<file path="config.mk">
export PLATFORM = sky130hd
export DESIGN_NAME = sqrt_param_iter
export DESIGN_NICKNAME = d
export VERILOG_FILES = /design/src/rtl/sqrt_param_iter.sv
export SDC_FILE = /design/constraint.sdc
export NUM_CORES = 1
export LEC_CHECK = 0
export ABC_AREA = 1
export CAP_MARGIN = 20
export CORE_MARGIN = 3
export CORE_UTILIZATION = 54
export DETAILED_ROUTE_END_ITERATION = 10
export PLACE_DENSITY = 0.84
export SLEW_MARGIN = 20
export SYNTH_ARGS = -nofsm -noshare
export SYNTH_HDL_FRONTEND = slang
export SYNTH_SLANG_ARGS = --single-unit
</file>
<file path="constraint.sdc">
create_clock -name clk -period 2.15 [get_ports clk]
set_input_delay 0.3225 -clock clk [delete_from_list [all_inputs] [get_ports clk]]
set_output_delay 0.3225 -clock clk [all_outputs]
set_load 0.005 [all_outputs]
</file>
<file path="src/rtl/sqrt_param_iter.sv">
// Iterative integer square root: one result bit per clock via restoring bit-pair recurrence.
// Optional build macro SQRT_ROUND_EN rounds the result to nearest (saturating); default is floor.
module sqrt_param_iter #(
    parameter int WIDTH = 8
) (
    input  logic                 clk,
    input  logic                 clear,
    input  logic                 start,
    input  logic [WIDTH-1:0]     num,
    output logic                 ready,
    output logic                 done,
    output logic [WIDTH/2-1:0]   result,
    output logic [WIDTH/2:0]     remainder
);

    localparam int RW = WIDTH / 2;
    localparam int CW = (RW > 1) ? $clog2(RW) : 1;
    localparam logic [CW-1:0] CNT_INIT = CW'(RW - 1);
    localparam logic [CW-1:0] CNT_ONE  = CW'(1);
    localparam logic [CW-1:0] CNT_ZERO = CW'(0);
    localparam logic [RW-1:0] ROOT_MAX = {RW{1'b1}};
    localparam logic [RW-1:0] ROOT_ONE = RW'(1);

    typedef enum logic [1:0] {
        S_IDLE = 2'd0,
        S_CALC = 2'd1,
        S_DONE = 2'd2
    } state_t;

    state_t             r_state;
    logic [WIDTH-1:0]   r_shift;
    logic [RW-1:0]      r_root;
    logic [RW:0]        r_rem;
    logic [CW-1:0]      r_cnt;

    logic [1:0]         w_pair;
    logic [RW+2:0]      w_cat;
    logic [RW+2:0]      w_sub;
    logic               w_ge;
    logic [RW-1:0]      w_root_nx;
    logic [RW:0]        w_rem_nx;
    logic [RW-1:0]      w_res;

    // One recurrence step: the trial subtraction is non-negative exactly when cat >= sub.
    always_comb begin
        w_pair    = r_shift[WIDTH-1 -: 2];
        w_cat     = {r_rem, w_pair};
        w_sub     = {1'b0, r_root, 2'b01};
        w_ge      = (w_cat >= w_sub);
        w_root_nx = RW'({r_root, w_ge});
        if (w_ge) begin
            w_rem_nx = (RW+1)'(w_cat - w_sub);
        end else begin
            w_rem_nx = (RW+1)'(w_cat);
        end
        w_res = w_root_nx;
`ifdef SQRT_ROUND_EN
        // Remainder above the root means the true root is at least floor + 0.5.
        if (({1'b0, w_root_nx} < w_rem_nx) && (w_root_nx != ROOT_MAX)) begin
            w_res = w_root_nx + ROOT_ONE;
        end else begin
            w_res = w_root_nx;
        end
`endif
    end

    // Controller and datapath registers, including the registered handshake outputs.
    always_ff @(posedge clk or posedge clear) begin
        if (clear) begin
            r_state   <= S_IDLE;
            r_shift   <= '0;
            r_root    <= '0;
            r_rem     <= '0;
            r_cnt     <= '0;
            ready     <= 1'b1;
            done      <= 1'b0;
            result    <= '0;
            remainder <= '0;
        end else begin
            case (r_state)
                S_IDLE: begin
                    done <= 1'b0;
                    if (start) begin
                        r_shift <= num;
                        r_root  <= '0;
                        r_rem   <= '0;
                        r_cnt   <= CNT_INIT;
                        ready   <= 1'b0;
                        r_state <= S_CALC;
                    end else begin
                        ready   <= 1'b1;
                    end
                end
                S_CALC: begin
                    r_shift <= r_shift << 2;
                    r_root  <= w_root_nx;
                    r_rem   <= w_rem_nx;
                    if (r_cnt == CNT_ZERO) begin
                        result    <= w_res;
                        remainder <= w_rem_nx;
                        done      <= 1'b1;
                        r_state   <= S_DONE;
                    end else begin
                        r_cnt     <= r_cnt - CNT_ONE;
                    end
                end
                S_DONE: begin
                    done    <= 1'b0;
                    ready   <= 1'b1;
                    r_state <= S_IDLE;
                end
                default: begin
                    done    <= 1'b0;
                    ready   <= 1'b1;
                    r_state <= S_IDLE;
                end
            endcase
        end
    end

endmodule

</file>
# --- Word-level counts from Yosys, hierarchy flattened ---
# Cells that the tools add are included.
# W data, S select, Z words.
totals:
  inputBits: 11
  out_inout_bits: 11
  register_bits: 32
  elab_cells: 40
op_classes:
  n_eq_ne: 4
  n_addsub: 2
  n_mux: 17
  n_reduce_logical: 7
  n_lt_le_gt_ge: 1
op_table:
  columns: ["op", "n"]
  rows:
  - ["$pmux W8 S2", 1]
  - ["$mux W5", 2]
  - ["$pmux W5 S2", 1]
  - ["$mux W2", 4]
  - ["$mux W8", 1]
  - ["$pmux W2 S2", 2]
  - ["$pmux W4 S2", 1]
  - ["$ge A7 B6 Y1", 1]
  - ["$ne A2 B2 Y1 const B", 3]
  - ["$reduce_and A2 Y1", 3]
  - ["$sub A5 B5 Y5", 1]
  - ["$logic_not A2 Y1", 2]
  - ["$mux W4", 1]
  - ["$mux W1", 3]
  - ["$reduce_and A3 Y1", 1]
  - ["$eq A2 B1 Y1 const B", 1]
  - ["$pmux W1 S2", 1]
  - ["$reduce_bool A2 Y1", 1]
  - ["$sub A2 B1 Y2 const B", 1]

# --- Depth between registers and ports, before layout ---
logic_depth:
  depth_word: 3
  depth_mapped: 10
  ltp_nobuf: 10

# --- Worst setup path after synthesis ---
# No wires, ideal clock.
synth_timing:
  path_kind: "register to register"
  startpoint: "register r_root[0]"
  endpoint: "register r_rem[4]"
  path_buffers: 0
  synth_period_minus_slack_ns: 1.482
  setup_time_ns: 0.116
  required_ns: 2.034
  path_stages_with_launch: 11
  slack_ns: 0.668
  arrival_ns: 1.365
  path_cell_list: "dfrtp_1 > inv_1 > ha_1 > a21oi_2 > nand2_2 > nand2_4 > nand3_4 > nand2_2 > nand2_2 > nand2_1 > nand2_1"
synth_between:
  elab_chain_len: 3
  elab_cells_between_ends: 4
  cone_classes: "add/sub: 1; order compare: 1; mux: 2"
synth_rtl:
  columns: ["item", "line", "source"]
  rows:
  - ["from (decl)", "32", "logic [RW-1:0] r_root;"]
  - ["from (signal assigned)", "96", "r_root <= w_root_nx;"]
  - ["$ge A7 B6 Y1 / $sub A5 B5 Y5 (equally long branches)", "49, 52", null]
  - ["$mux W5 (*)", "51", "if (w_ge) begin"]
  - ["$pmux W5 S2 (*)", "80", "case (r_state)"]
  - ["to (signal assigned)", "97", "r_rem <= w_rem_nx;"]
  - ["to (decl)", "33", "logic [RW:0] r_rem;"]
# Mark *: on every way between the ends. The rest lies on a longest branch, timed or not.
# A chain may end at the register's enable or synchronous reset.

# --- Worst setup path after layout ---
layout_timing:
  startpoint: "register r_root[1]"
  endpoint: "register r_rem[1]"
layout_between:
  elab_chain_len: 3
layout_rtl:
  columns: ["item", "line", "source"]
  rows:
  - ["$ge A7 B6 Y1", "49", "w_ge = (w_cat >= w_sub);"]
  - ["$mux W5", "51", null]
  - ["$pmux W5 S2", "80", null]
# Every way passes these cells.

==> results.yml <==
status:
  status: "finished, final reports clean"
clock_network:
  clk_path_buf_depth: 2
  cts_root_buf: "clkbuf_4"
  clk_pin_slew_ns: 0.10
  cts_tree: "built"
  postCtsHoldBufs: 0
  cts.sinks: 32
  clk_latency_ns: 0.34
  postCtsSetupRepairBufs: 0
  h-tree-depth: 2
  ctsResizeCount: 0
  numCtsBuffers: 5
setup_path:
  critPathArrivalTime_ns: 2.00
  critPathMaxStageDelay_ns: 0.37
  cp_slowest_cell: "dfrtp_1"
  crit_path_start_kind: "flop"
  setup.worst_path.start: "r_root[1]"
  r2r-end: "r_rem[1]"
  worstSetupEndpointType: "flop"
  crit_type: "flop to flop"
  reg2reg_depth: 8
  crit-reg2reg-launch: "r_root[1]"
  cp.required_ns: 2.39
  r2r_slack_ns: 0.40
  cp-endpoint: "r_rem[1]"
  crit_chain: "inv_1 > ha_1 > nand3_2 > nand2_1 > a21oi_2 > nand3_1 > nand3_1 > nand2_1"
  path_max_fanout: 5
timing:
  period_share: 0.815
  slew_headroom: 0.687
  timing.fmax_mhz: 571
  slew_violations: 0
  hold_viol_final: 0
  holdWs_ns: 0.363
  setup_viol: 0
  skew_ns: 0.0131
  post-route-min-period_ns: 1.75
  setup_tns_ns: 0
  rsz0062_at_grt: "no"
  tightestPinTransition_ns: 0.468
placed_design:
  gp_congestion: 0.924
  numPlacedInstances: 240
  dpl.hpwl_mm: 2.52
  portBuffers: 21
die:
  num_rows: 19
  core_area_mm2: 0.00283
  pin_count: 22
  chipHeight_um: 61.0
  die_area_mm2: 0.00372
  initial_utilization: 0.577
  die_x_um: 61.0
yosys:
  yosysTopAreaCell: "dfrtp_1"
  yosys-top-cells-area: "dfrtp_1 (48%), nand2_1 (11%), inv_1 (6.0%), ha_1 (5.4%), nand3_1 (4.3%)"
  synth_ff_type: "dfrtp_1"
  avgSynthCellArea_um2: 8.55
  ys_ff_latch: 32
  synth_edf_count: 0
  postSynthCellCount: 191
  synth_warnings: 0
  synthArstFlopShare: 1.00
  ys_types: 25
  syn-cell-area_mm2: 0.00163
  synth_seq_area_share: 0.491
  synth_fp_nets: 209
  synth_top_area_share: 0.475
layout:
  area_growth_pct: 17.9
  fillers: 232
  fin_cells: 248
  n_antenna_cell: 0
  layout-drive-gt1-share: 0.134
  final_core_util: 0.681
  nets: 234
  layout_common_cells: "nand2_1 (46), dfrtp_1 (31), inv_1 (26)"
  layout_commonest_cell: "nand2_1"
routing:
  firstDrtPassIters: 4
  drt_iter0_markers: 79
  post-route-drc-count: 0
  ant_nets: 0
  wl_mm: 3.48
  vias: 1328
  wire_per_inst_um: 14.0
  routed_via_density: 5.35
global_routing:
  grt_pass1_vias: 1310
  grt.total_usage: 0.216
  grt_pass1_wl_mm: 5.79
  grt_max_degree: 33
  globalRouteOverflowTotal: 0
  antenna_found_initial: 0
power_and_ir_drop:
  switching_power_uw: 1610
  power_frac_comb: 0.590
  p_leak_uw: 0.000986
  cellPowerDensity_mw_per_mm2: 1790
  intPower_uw: 1840
  p_clk_frac: 0.107
  swShare: 0.467
  irDropWorstVdd_mv: 1.00
  power_uw: 3450
  seq_power_share: 0.303
min_path:
  hp-class: "input port to async pin"
run:
  cap_violations: 0
==> cell usage after synthesis (3+ instances only) <==
cell type	n
o22ai_1	4
nand3_1	14
inv_2	5
o21ai_0	9
a21oi_1	9
dfrtp_1	31
inv_1	26
buf_2	3
o21ai_1	10
nor2_1	7
nand2_1	46
nand2_2	4
ha_1	7
==> metrics by stage <==
step                area [um^2]  setup WS [ns]
finish                     1930          0.398
CTS                        1930          0.418
global placement           1860          0.581
floorplan                  1630          0.668
detailed placement         1860          0.454
global route               1930          0.308
==> logic make-up after synthesis <==
logic type / Yosys count / synth area share
compound gates: 34 / 0.112
xor+xnor: 1 / 0.00536
fa+ha+maj: 7 / 0.0536
buf+inv: 36 / 0.0920
flops: 32 / 0.491
simple gates: 81 / 0.246
==> worst min path at each step <==
stage	end	from	depth (start not counted)
after global routing	r_root[2]	clear	3
after detailed placement	ready	ready	2
after CTS	r_root[2]	clear	3
after floorplan	done	clear	1
after global placement	r_cnt[0]	r_cnt[0]	1
final	r_root[2]	clear	3
==> critical path: cells and delay by family, from the launching register on <==
kind	cells	cell delay, ns
compound gates	1	0.29
fa+ha+maj	1	0.32
buf+inv	1	0.14
flops	1	0.37
simple gates	5	0.52
==> sequential cells by signal, summed over array words and instances, names as in the netlist <==
register,count
r_shift,8
r_rem,5
remainder,5
r_root,4
result,4
r_cnt,2
r_state,2
done,1
ready,1
==> layout make-up <==
cell class                 count  area, um^2  share of cell area
multi-input combinational    123         681               0.353
clock buffer                   7        55.1              0.0286
inverter                      31         116              0.0604
clock inverter                 1        7.51             0.00390
timing repair buffer          23         225               0.117
sequential                    32         802               0.417
tap                           31        38.8              0.0201
==> layer usage <==
metal	vias up	global-route usage	part of all wire
met2	45	0.363	0.52
met1	621	0.261	0.41
met4	0	0.0805	0.012
met3	3	0.0660	0.055
li1	659	-	-
met5	-	0	0
==> power by group through the flow <==
stage	combinational (uW)	sequential (uW)	clock [uW]
final	2040	1050	369
after CTS	2020	1050	383
after floorplan	1480	1030	0
after global placement	1910	1050	0
after detailed placement	2010	1060	0
after global routing	2270	1080	411
Power figures use the tool's default switching activity.
